## src/rtl/player_motion.sv

```systemverilog
// player_motion: per-frame player kinematics covering walking, gravity, the jump FSM, wall blocking and fall-off respawn.
// Optional feature macro PLAYER_DOUBLE_JUMP_EN allows one extra jump while airborne.
module player_motion #(
  parameter logic [9:0]  SIZE           = 10'd15,
  parameter logic [13:0] SPEED          = 14'd6,
  parameter logic [13:0] MAP_LEN        = 14'd4479,
  parameter logic [9:0]  START_X        = 10'd100,
  parameter logic [9:0]  START_Y        = 10'd300,
  parameter logic [7:0]  JUMP_V         = 8'd12,
  parameter logic [7:0]  MAX_FALL       = 8'd8,
  parameter logic [9:0]  Y_MAX          = 10'd479,
  parameter logic [5:0]  RESPAWN_FRAMES = 6'd30
) (
  input  logic        Clk,
  input  logic        Reset,
  input  logic        frame_clk,
  input  logic [7:0]  keycode,
  input  logic [13:0] top,
  input  logic [13:0] top_left,
  input  logic [13:0] top_right,
  input  logic        can_move,
  input  logic [13:0] excess,
  output logic [13:0] player_location,
  output logic [9:0]  Player_X,
  output logic [9:0]  Player_Y,
  output logic        is_move,
  output logic [13:0] excess_is_move,
  output logic        on_ground,
  output logic        dead
);

  localparam logic [7:0] KEY_A = 8'h04;
  localparam logic [7:0] KEY_D = 8'h07;
  localparam logic [7:0] KEY_W = 8'h1A;
  localparam logic signed [15:0] X_MAX = 16'sd639 - $signed({6'd0, SIZE});

  typedef enum logic [1:0] {GROUND, JUMP, FALL, DEAD} state_t;

  state_t             state, state_next;
  logic               frame_clk_delayed, tick;
  logic signed [8:0]  vy, vy_next, vy_inc;
  logic [9:0]         y_next, x_next;
  logic [13:0]        loc_next, step, feet;
  logic [5:0]         dead_cnt, cnt_next;
  logic               jump_armed, armed_next, jump_start, respawn, air_jump;
  logic               key_l, key_r, key_w;
  logic signed [15:0] feet_s, vy_s, y_s, top_s, y_sum, fall_feet, x_calc;
`ifdef PLAYER_DOUBLE_JUMP_EN
  logic               dj_used, dj_next;
`endif

  assign key_l     = (keycode == KEY_A);
  assign key_r     = (keycode == KEY_D);
  assign key_w     = (keycode == KEY_W);
  assign feet      = {4'd0, Player_Y} + {4'd0, SIZE};
  assign feet_s    = $signed({2'b00, feet});
  assign vy_s      = $signed({{7{vy[8]}}, vy});
  assign y_s       = $signed({6'd0, Player_Y});
  assign top_s     = $signed({2'b00, top});
  assign y_sum     = y_s + vy_s;
  assign fall_feet = feet_s + vy_s;
  assign vy_inc    = vy + 9'sd1;
  assign on_ground = (state == GROUND);
  assign dead      = (state == DEAD);

  // Step grant: a wall beside the feet blocks fully, a map edge grants only what is left.
  always_comb begin
    is_move        = 1'b0;
    excess_is_move = '0;
    if (state != DEAD) begin
      if (key_r) begin
        if (top_right >= feet) begin
          if (player_location + SPEED > MAP_LEN) excess_is_move = MAP_LEN - player_location;
          else                                   is_move = 1'b1;
        end
      end else if (key_l) begin
        if (top_left >= feet) begin
          if (player_location < SPEED) excess_is_move = player_location;
          else                         is_move = 1'b1;
        end
      end
    end
  end

  always_comb begin
    step     = is_move ? SPEED : excess_is_move;
    loc_next = player_location;
    x_calc   = $signed({6'd0, Player_X});
    if (state != DEAD && (key_l || key_r)) begin
      loc_next = key_r ? player_location + step : player_location - step;
      if (can_move)
        x_calc = key_r ? $signed({6'd0, Player_X}) + $signed({2'b00, step})
                       : $signed({6'd0, Player_X}) - $signed({2'b00, step});
      else if (excess != 14'd0)
        x_calc = key_r ? 16'sd320 + $signed({2'b00, excess})
                       : 16'sd320 - $signed({2'b00, excess});
    end
    if (x_calc < 16'sd0)     x_next = 10'd0;
    else if (x_calc > X_MAX) x_next = X_MAX[9:0];
    else                     x_next = x_calc[9:0];
  end

`ifdef PLAYER_DOUBLE_JUMP_EN
  assign air_jump = (state == JUMP || state == FALL) && !dj_used && key_w && jump_armed;
`else
  assign air_jump = 1'b0;
`endif

  always_comb begin
    state_next = state;
    vy_next    = vy;
    y_next     = Player_Y;
    cnt_next   = dead_cnt;
    jump_start = 1'b0;
    respawn    = 1'b0;
    if (air_jump) begin
      vy_next    = -$signed({1'b0, JUMP_V});
      state_next = JUMP;
      jump_start = 1'b1;
    end else begin
      case (state)
        GROUND: begin
          if (key_w && jump_armed) begin
            vy_next    = -$signed({1'b0, JUMP_V});
            state_next = JUMP;
            jump_start = 1'b1;
          end else if (top > feet) begin
            vy_next    = 9'sd0;
            state_next = FALL;
          end else begin
            y_next = top[9:0] - SIZE;
          end
        end
        JUMP: begin
          if (y_sum < 16'sd0) begin
            y_next     = 10'd0;
            vy_next    = 9'sd0;
            state_next = FALL;
          end else begin
            y_next  = y_sum[9:0];
            vy_next = vy_inc;
            if (vy_inc >= 9'sd0) state_next = FALL;
          end
        end
        FALL: begin
          // Landing is tested before gravity so a fast fall cannot tunnel through the floor.
          if (feet_s <= top_s && fall_feet >= top_s) begin
            y_next     = top[9:0] - SIZE;
            vy_next    = 9'sd0;
            state_next = GROUND;
          end else begin
            y_next  = y_sum[9:0];
            vy_next = (vy_inc > $signed({1'b0, MAX_FALL})) ? $signed({1'b0, MAX_FALL}) : vy_inc;
            if (fall_feet > $signed({6'd0, Y_MAX})) begin
              state_next = DEAD;
              cnt_next   = 6'd0;
            end
          end
        end
        default: begin
          if (dead_cnt == RESPAWN_FRAMES - 6'd1) begin
            respawn    = 1'b1;
            state_next = GROUND;
            vy_next    = 9'sd0;
            y_next     = START_Y - SIZE;
            cnt_next   = 6'd0;
          end else begin
            cnt_next = dead_cnt + 6'd1;
          end
        end
      endcase
    end
    if (jump_start)  armed_next = 1'b0;
    else if (!key_w) armed_next = 1'b1;
    else             armed_next = jump_armed;
  end

`ifdef PLAYER_DOUBLE_JUMP_EN
  always_comb begin
    dj_next = dj_used;
    if (air_jump)                                    dj_next = 1'b1;
    else if (state_next == GROUND && state != GROUND) dj_next = 1'b0;
  end
`endif

  // Platform outputs are only valid in the tick cycle, so every update is qualified by tick.
  always_ff @(posedge Clk or negedge Reset) begin
    if (!Reset) begin
      frame_clk_delayed <= 1'b0;
      tick              <= 1'b0;
      state             <= GROUND;
      vy                <= 9'sd0;
      player_location   <= {4'd0, START_X};
      Player_X          <= START_X;
      Player_Y          <= START_Y - SIZE;
      dead_cnt          <= 6'd0;
      jump_armed        <= 1'b1;
`ifdef PLAYER_DOUBLE_JUMP_EN
      dj_used           <= 1'b0;
`endif
    end else begin
      frame_clk_delayed <= frame_clk;
      tick              <= frame_clk & ~frame_clk_delayed;
      if (tick) begin
        state      <= state_next;
        vy         <= vy_next;
        Player_Y   <= y_next;
        dead_cnt   <= cnt_next;
        jump_armed <= respawn ? 1'b1 : armed_next;
`ifdef PLAYER_DOUBLE_JUMP_EN
        dj_used    <= dj_next;
`endif
        if (respawn) begin
          player_location <= {4'd0, START_X};
          Player_X        <= START_X;
        end else begin
          player_location <= loc_next;
          Player_X        <= x_next;
        end
      end
    end
  end

endmodule

```

## config.mk

```make
export PLATFORM = sky130hd
export DESIGN_NAME = player_motion
export DESIGN_NICKNAME = d
export VERILOG_FILES = /design/src/rtl/player_motion.sv
export SDC_FILE = /design/constraint.sdc
export NUM_CORES = 1
export LEC_CHECK = 0
export ABC_AREA = 1
export CAP_MARGIN = 20
export CORE_ASPECT_RATIO = 1.75
export CORE_MARGIN = 2
export CORE_UTILIZATION = 28
export DETAILED_ROUTE_END_ITERATION = 8
export GPL_TIMING_DRIVEN = 0
export PLACE_DENSITY_LB_ADDON = 0.25
export SLEW_MARGIN = 20
export SYNTH_ARGS = -nofsm -noshare
export SYNTH_HDL_FRONTEND = slang
export SYNTH_SLANG_ARGS = --single-unit
```

## constraint.sdc

```tcl
create_clock -name Clk -period 5.7 [get_ports Clk]
set_clock_uncertainty 0.15 [all_clocks]
set_input_delay 1.14 -clock Clk [delete_from_list [all_inputs] [get_ports Clk]]
set_output_delay 1.14 -clock Clk [all_outputs]
set_load 0.02 [all_outputs]
```

==> impl_metrics.yaml, run 1 <==
power_and_ir_drop:
  p_per_area_mw_per_mm2: 323.5
  fin_total_pwr_mw: 3.754
  p_leak_nw: 5.624
  peakVddDrop_v: 0.0001371
drt:
  drt_pre_antenna_iters: 5
  wl_per_cell_um: 16.29
  wirelength_um: 30510
  viasPerCell: 4.952
  antenna_left: 0
  drt_iter0_drc: 311
  post-route-drc-count: 0
  num_vias: 9276
clocking:
  cts_tree: "done"
  path_clk_slew_ps: 80
  cts.sinks: 54
  insertion_delay_ps: 310
  htree_levels: 2
  cts_buffer_depth: 2
  numCtsBuffers: 5
  postCtsHoldBufs: 0
  root_buffer: "clkbuf_16"
yosys:
  synth_area_per_cell_um2: 6.434
  synth_flop_cell: "dfrtp_1"
  synthesis.nets: 1499
  synthAdderAreaFrac_pct: 19.72
  synthSimpleGateAreaFrac_pct: 29.66
  ys_seq_area_share_pct: 16.31
  yosys.area.top_type: "ha_1"
  synth_top_family_by_area: "simple AND/OR/NAND/NOR gates"
  synth_edf_count: 0
  yosys.area.top_type_share_pct: 18.52
  synth-compound-area-share_pct: 16.97
  synth.distinct_cells: 56
  synthXorXnorAreaFrac_pct: 6.169
  yosys-top-cells-area: "ha_1 (19%), dfrtp_1 (13%), nand2_1 (12%), inv_1 (9.9%), nand3_1 (5.3%)"
  yosys.cell_count.top_type: "nand2_1"
  synth_commonest_cells: "nand2_1 (277), inv_1 (220), ha_1 (124)"
  synthesis.area_mm2: 0.008377
  async_reset_ff_share_pct: 100.0
  ys_warn_count: 0
  synthMuxAreaShare_pct: 0.1195
  synth_cells: 1302
  ys_ff_latch: 54
sta:
  fmax_mhz: 172.8
  setup_viol: 1
  period_needed_ps: 5786
  slew_headroom_pct: 45.77
  fin_ws_ps: -85.82
  finalHoldViolations: 0
  rsz0062_at_grt: "yes"
  worst_pin_slew_ps: 810.5
  final.period_utilization_pct: 101.5
  drv_slew: 0
place:
  dp_cells: 1802
  port-buffer-count: 117
  dp_hpwl_um: 24640
  dpl_cell_area_mm2: 0.01006
  dp_slack_ps: -1833
  gp_congestion: 0.9076
global_route:
  grt_pass1_wl_um: 47420
  overflow: 0
  antenna_found_initial: 1
  first_global_vias: 9516
  grt_max_degree: 34
  grt_util_all_layers_pct: 19.30
floorplanning:
  ioPinCount: 119
  start_util_pct: 28.50
  fp.dieW_um: 134.8
  die_h_um: 232.8
  die-area_mm2: 0.03137
  core-area_mm2: 0.02939
  rows: 83
setup_path:
  cpPeakStageDelay_ps: 480
  cpMostUsedCell: "nand2_1"
  end_kind: "flop"
  crit_type: "in -> reg"
  cp.required_ps: 5780
  path_max_fanout: 10
  slowest_stage: "clkdlybuf4s50_1"
  cp.arrival_ps: 5870
  worstSetupStartpointType: "primary input"
min_path:
  hold_class: "reg -> reg"
final_layout:
  synthToLayoutAreaGrowth_pct: 38.55
  final_util_pct: 39.49
  n_antenna_cell: 0
  stdcell_count: 1873
  nFillCells: 3115
  drive_above_1_share_pct: 17.64
  layout.nets: 1687
  final_design_area_no_fill_mm2: 0.01161
outcome:
  failed_checks: "setup timing"
  status: "finished, violations left"
run:
  drv_cap: 0
-- layer usage --
layer  routed length (um)  up-vias  part of all wire [%]  global-route usage, %
met3                 1091       82                   3.6                  1.765
met5                   12        -                 0.039                      0
met4                 1718        2                   5.6                  12.83
met1                11030     4284                    36                  18.61
li1                     -     4678                     -                      -
met2                16650      230                    55                  37.86
-- metrics by stage --
| stage | setup TNS (ps) | hold slack, ps |
|---|---|---|
| after floorplan | -115.2 | 226.3 |
| after global placement | -27720 | 239.0 |
| after detailed placement | -30520 | 246.7 |
| after CTS | -605.2 | 258.7 |
| after global routing | -3645 | 276.9 |
| final | -85.82 | 252.6 |
-- worst paths after layout --
check	start	cells past startpoint	slack, ps	to
min in group asynchronous	Reset	1	570	frame_clk_delayed$_DFF_PN0_
worst min register to register	frame_clk_delayed$_DFF_PN0_	1	250	tick$_DFF_PN0_
worst min-delay path	frame_clk_delayed$_DFF_PN0_	1	250	tick$_DFF_PN0_
max in group asynchronous	Reset	2	4240	player_location[6]$_DFFE_PN1P_
worst max register to register	Player_Y[0]$_DFFE_PN1P_	40	-60	player_location[13]$_DFFE_PN0P_
worst max-delay path	keycode[5]	37	-90	player_location[13]$_DFFE_PN0P_
-- worst max-delay path: cells and delay by family --
kind	cells	cell delay, ps
buf+inv	8	1260
simple gates	14	1400
xor+xnor	2	340
compound gates	11	1350
fa+ha+maj	2	370
-- state kept, by name, indices dropped and copies added, names as in the netlist --
signal             cells
jump_armed             1
tick                   1
Player_X              10
state                  2
player_location       14
Player_Y              10
dead_cnt               6
frame_clk_delayed      1
vy                     9
-- cells in the final DEF (no fill, tap or decap), types with 21 or more instances in the layout --
| master | count |
|---|---|
| dfrtp_1 | 41 |
| nor3_1 | 27 |
| xor2_1 | 41 |
| nand2_1 | 251 |
| buf_4 | 64 |
| o22ai_1 | 21 |
| nor2_1 | 102 |
| o21ai_0 | 57 |
| inv_1 | 207 |
| nand2_2 | 25 |
| ha_1 | 107 |
| a21oi_1 | 68 |
| nand3_1 | 75 |
| clkdlybuf4s50_1 | 116 |
-- final cells by class --
cell class / instances / area, um2 / share of cell area, %
multi-input combinational: 1004 / 6913 / 59.56
timing repair buffer: 183 / 1705 / 14.69
sequential: 54 / 1368 / 11.78
inverter: 223 / 855.8 / 7.374
tap: 382 / 478.0 / 4.118
clock buffer: 6 / 138.9 / 1.197
buffer: 19 / 108.9 / 0.9379
clock inverter: 2 / 38.79 / 0.3342
-- repair_timing --
action                     CTS  global route
setup endpoints to repair   58            41
buffers inserted            49            21
gates resized for setup    120            83
pin swaps                   71            62
hold endpoints to repair     0             0
-- power by group --
part           internal, mW  switching, mW  leakage (nW)
clock network         0.222          0.170        0.0875
registers             0.498          0.168         0.686
logic                  1.11           1.58          4.85
total                  1.83           1.92          5.62
-- kinds of logic after synthesis --
group | Yosys count
AO/OA/AOI/OAI | 243
buffers and inverters | 244
adder cells (fa/ha/maj) | 129
multiplexers | 1
XOR/XNOR | 59
AND/OR/NAND/NOR | 572
flip-flops | 54
Power figures use the tool's default switching activity.
==> run 2, diff against run 1 <==
- SLEW_MARGIN: 20 -> 15
==> impl_metrics.yaml, run 2 (synthesis gave the netlist of run 1 again) <==
outcome:
  status: "finished, violations left"
  failed_checks: "setup timing"
setup_path:
  cpMostUsedCell: "buf_4"
  end_kind: "flop"
  ff2ff_path_depth: 42
  endpoint: "player_location[7]$_DFFE_PN0P_"
  cp.arrival_ps: 5960
  cp.required_ps: 5790
  reg2reg_to: "player_location[7]$_DFFE_PN0P_"
  r2r_setup_slack_ps: -160
  slowest_stage: "clkdlybuf4s50_1"
  worstSetupStartpoint: "keycode[3]"
  crit_type: "in -> reg"
  r2r_start: "Player_Y[0]$_DFFE_PN1P_"
  path_max_fanout: 10
  cpPeakStageDelay_ps: 480
  worstSetupStartpointType: "primary input"
power_and_ir_drop:
  p_sw_mw: 1.933
  fin_total_pwr_mw: 3.732
  p_per_area_mw_per_mm2: 321.8
  peakVddDrop_v: 0.0001686
  pwr-share-seq_pct: 17.8
  p_leak_nw: 5.639
  power_frac_clock_pct: 10.4
  p_sw_share_pct: 51.79
  p_int_mw: 1.799
  pwr-share-comb_pct: 71.8
floorplanning:
  rows: 83
  die-area_mm2: 0.03137
  fp.dieW_um: 134.8
  die_h_um: 232.8
  start_util_pct: 28.50
  ioPinCount: 119
  core-area_mm2: 0.02939
drt:
  post-route-drc-count: 0
  drt_iter0_drc: 325
  antenna_left: 0
  num_vias: 9343
  wirelength_um: 30900
  drt_pre_antenna_iters: 5
  wl_per_cell_um: 16.49
  viasPerCell: 4.986
sta:
  fmax_mhz: 170.4
  finalSetupTns_ps: -250.6
  fin_ws_ps: -170.0
  finalHoldViolations: 0
  slew_headroom_pct: 43.34
  rsz0062_at_grt: "yes"
  setup_viol: 3
  worst_pin_slew_ps: 846.7
  period_needed_ps: 5870
  final.period_utilization_pct: 103.0
  holdWs_ps: 250.0
  drv_slew: 0
clocking:
  cts_tree: "done"
  cts_buffer_depth: 2
  insertion_delay_ps: 310
  path_clk_slew_ps: 80
  numCtsBuffers: 5
  cts.sinks: 54
  htree_levels: 2
  root_buffer: "clkbuf_16"
final_layout:
  most-common-layout-cells: "nand2_1 (251), inv_1 (206), clkdlybuf4s50_1 (116), nor2_1 (105), ha_1 (105)"
  largest_reg_flops: 14
  nFillCells: 3107
  drive_above_1_share_pct: 17.17
  synthToLayoutAreaGrowth_pct: 38.45
  largest-register: "player_location"
  multiInputGateArea_mm2: 0.006922
  final_common_cell: "nand2_1"
  layout.nets: 1687
  register_area_mm2: 0.001366
  largest_registers: "player_location: 14 flops, Player_X: 10 flops, Player_Y: 10 flops"
global_route:
  overflow: 0
  grt_util_all_layers_pct: 19.36
  first_global_vias: 9557
  antenna_found_initial: 1
  grt_pass1_wl_um: 47550
  grt_max_degree: 53
run:
  drv_cap: 0
min_path:
  hold_class: "reg -> reg"
  hold_path_depth: 1
place:
  port-buffer-count: 117
  dp_slack_ps: -1858
  gp_congestion: 0.9076
  dp_hpwl_um: 24440
run 2: power groups by stage:
stage / sequential, mW / clock, mW / combinational, mW
after floorplan: 0.676 / 0 / 1.54
after global placement: 0.662 / 0 / 2.28
after detailed placement: 0.662 / 0 / 2.31
after CTS: 0.663 / 0.394 / 2.53
after global routing: 0.684 / 0.409 / 2.99
final: 0.664 / 0.387 / 2.68
run 2: area by class of cell:
type	instances	area share (%)
Clock inverter	3	0.4208
Clock buffer	5	1.079
Multi-Input combinational cell	1004	59.68
Sequential cell	54	11.78
Antenna cell	1	0.02158
Buffer	19	0.9602
Tap cell	382	4.121
Inverter	223	7.347
Timing Repair Buffer	183	14.59
run 2: metrics by stage:
| stage | instances | instance area (um2) | util [%] |
|---|---|---|---|
| 2_1_floorplan | 1302 | 8389 | - |
| 3_3_place_gp | 1801 | 10040 | 34.16 |
| 4_1_cts | 1855 | 11110 | 37.80 |
| 3_5_place_dp | 1802 | 10060 | 34.24 |
| 6_report | 1874 | 11600 | 39.46 |
| 5_1_grt | 1873 | 11590 | 39.45 |
run 2: worst min path at each step:
stage	slack, ps	endpoint	start
2_1_floorplan	230	tick$_DFF_PN0_	frame_clk_delayed$_DFF_PN0_
3_3_place_gp	240	tick$_DFF_PN0_	frame_clk_delayed$_DFF_PN0_
3_5_place_dp	240	tick$_DFF_PN0_	frame_clk_delayed$_DFF_PN0_
4_1_cts	250	tick$_DFF_PN0_	frame_clk_delayed$_DFF_PN0_
5_1_grt	270	tick$_DFF_PN0_	frame_clk_delayed$_DFF_PN0_
6_report	250	tick$_DFF_PN0_	frame_clk_delayed$_DFF_PN0_
run 2: metal layers:
metal / vias to the layer above / part of all wire [%] / track usage, %
li1: 4672 / - / -
met1: 4304 / 36 / 18.89
met2: 275 / 54 / 38.25
met3: 92 / 3.8 / 1.525
met4: 0 / 6.4 / 12.20
met5: - / 0 / 0
run 2: what timing repair did:
| action | in CTS | in global routing |
|---|---|---|
| hold endpoints to repair | 0 | 0 |
| buffers inserted | 47 | 19 |
| pin swaps | 48 | 65 |
| setup endpoints to repair | 60 | 41 |
| hold buffers | 0 | 0 |
| gates resized for setup | 123 | 75 |
run 2: critical path: cells and delay by family:
kind | cells | cell delay, ps
xor gates and xnor gates | 1 | 180
buffers and inverters | 16 | 2340
adders and majority gates | 2 | 460
AOI/OAI and AO/OA | 7 | 930
and+or+nand+nor | 10 | 890
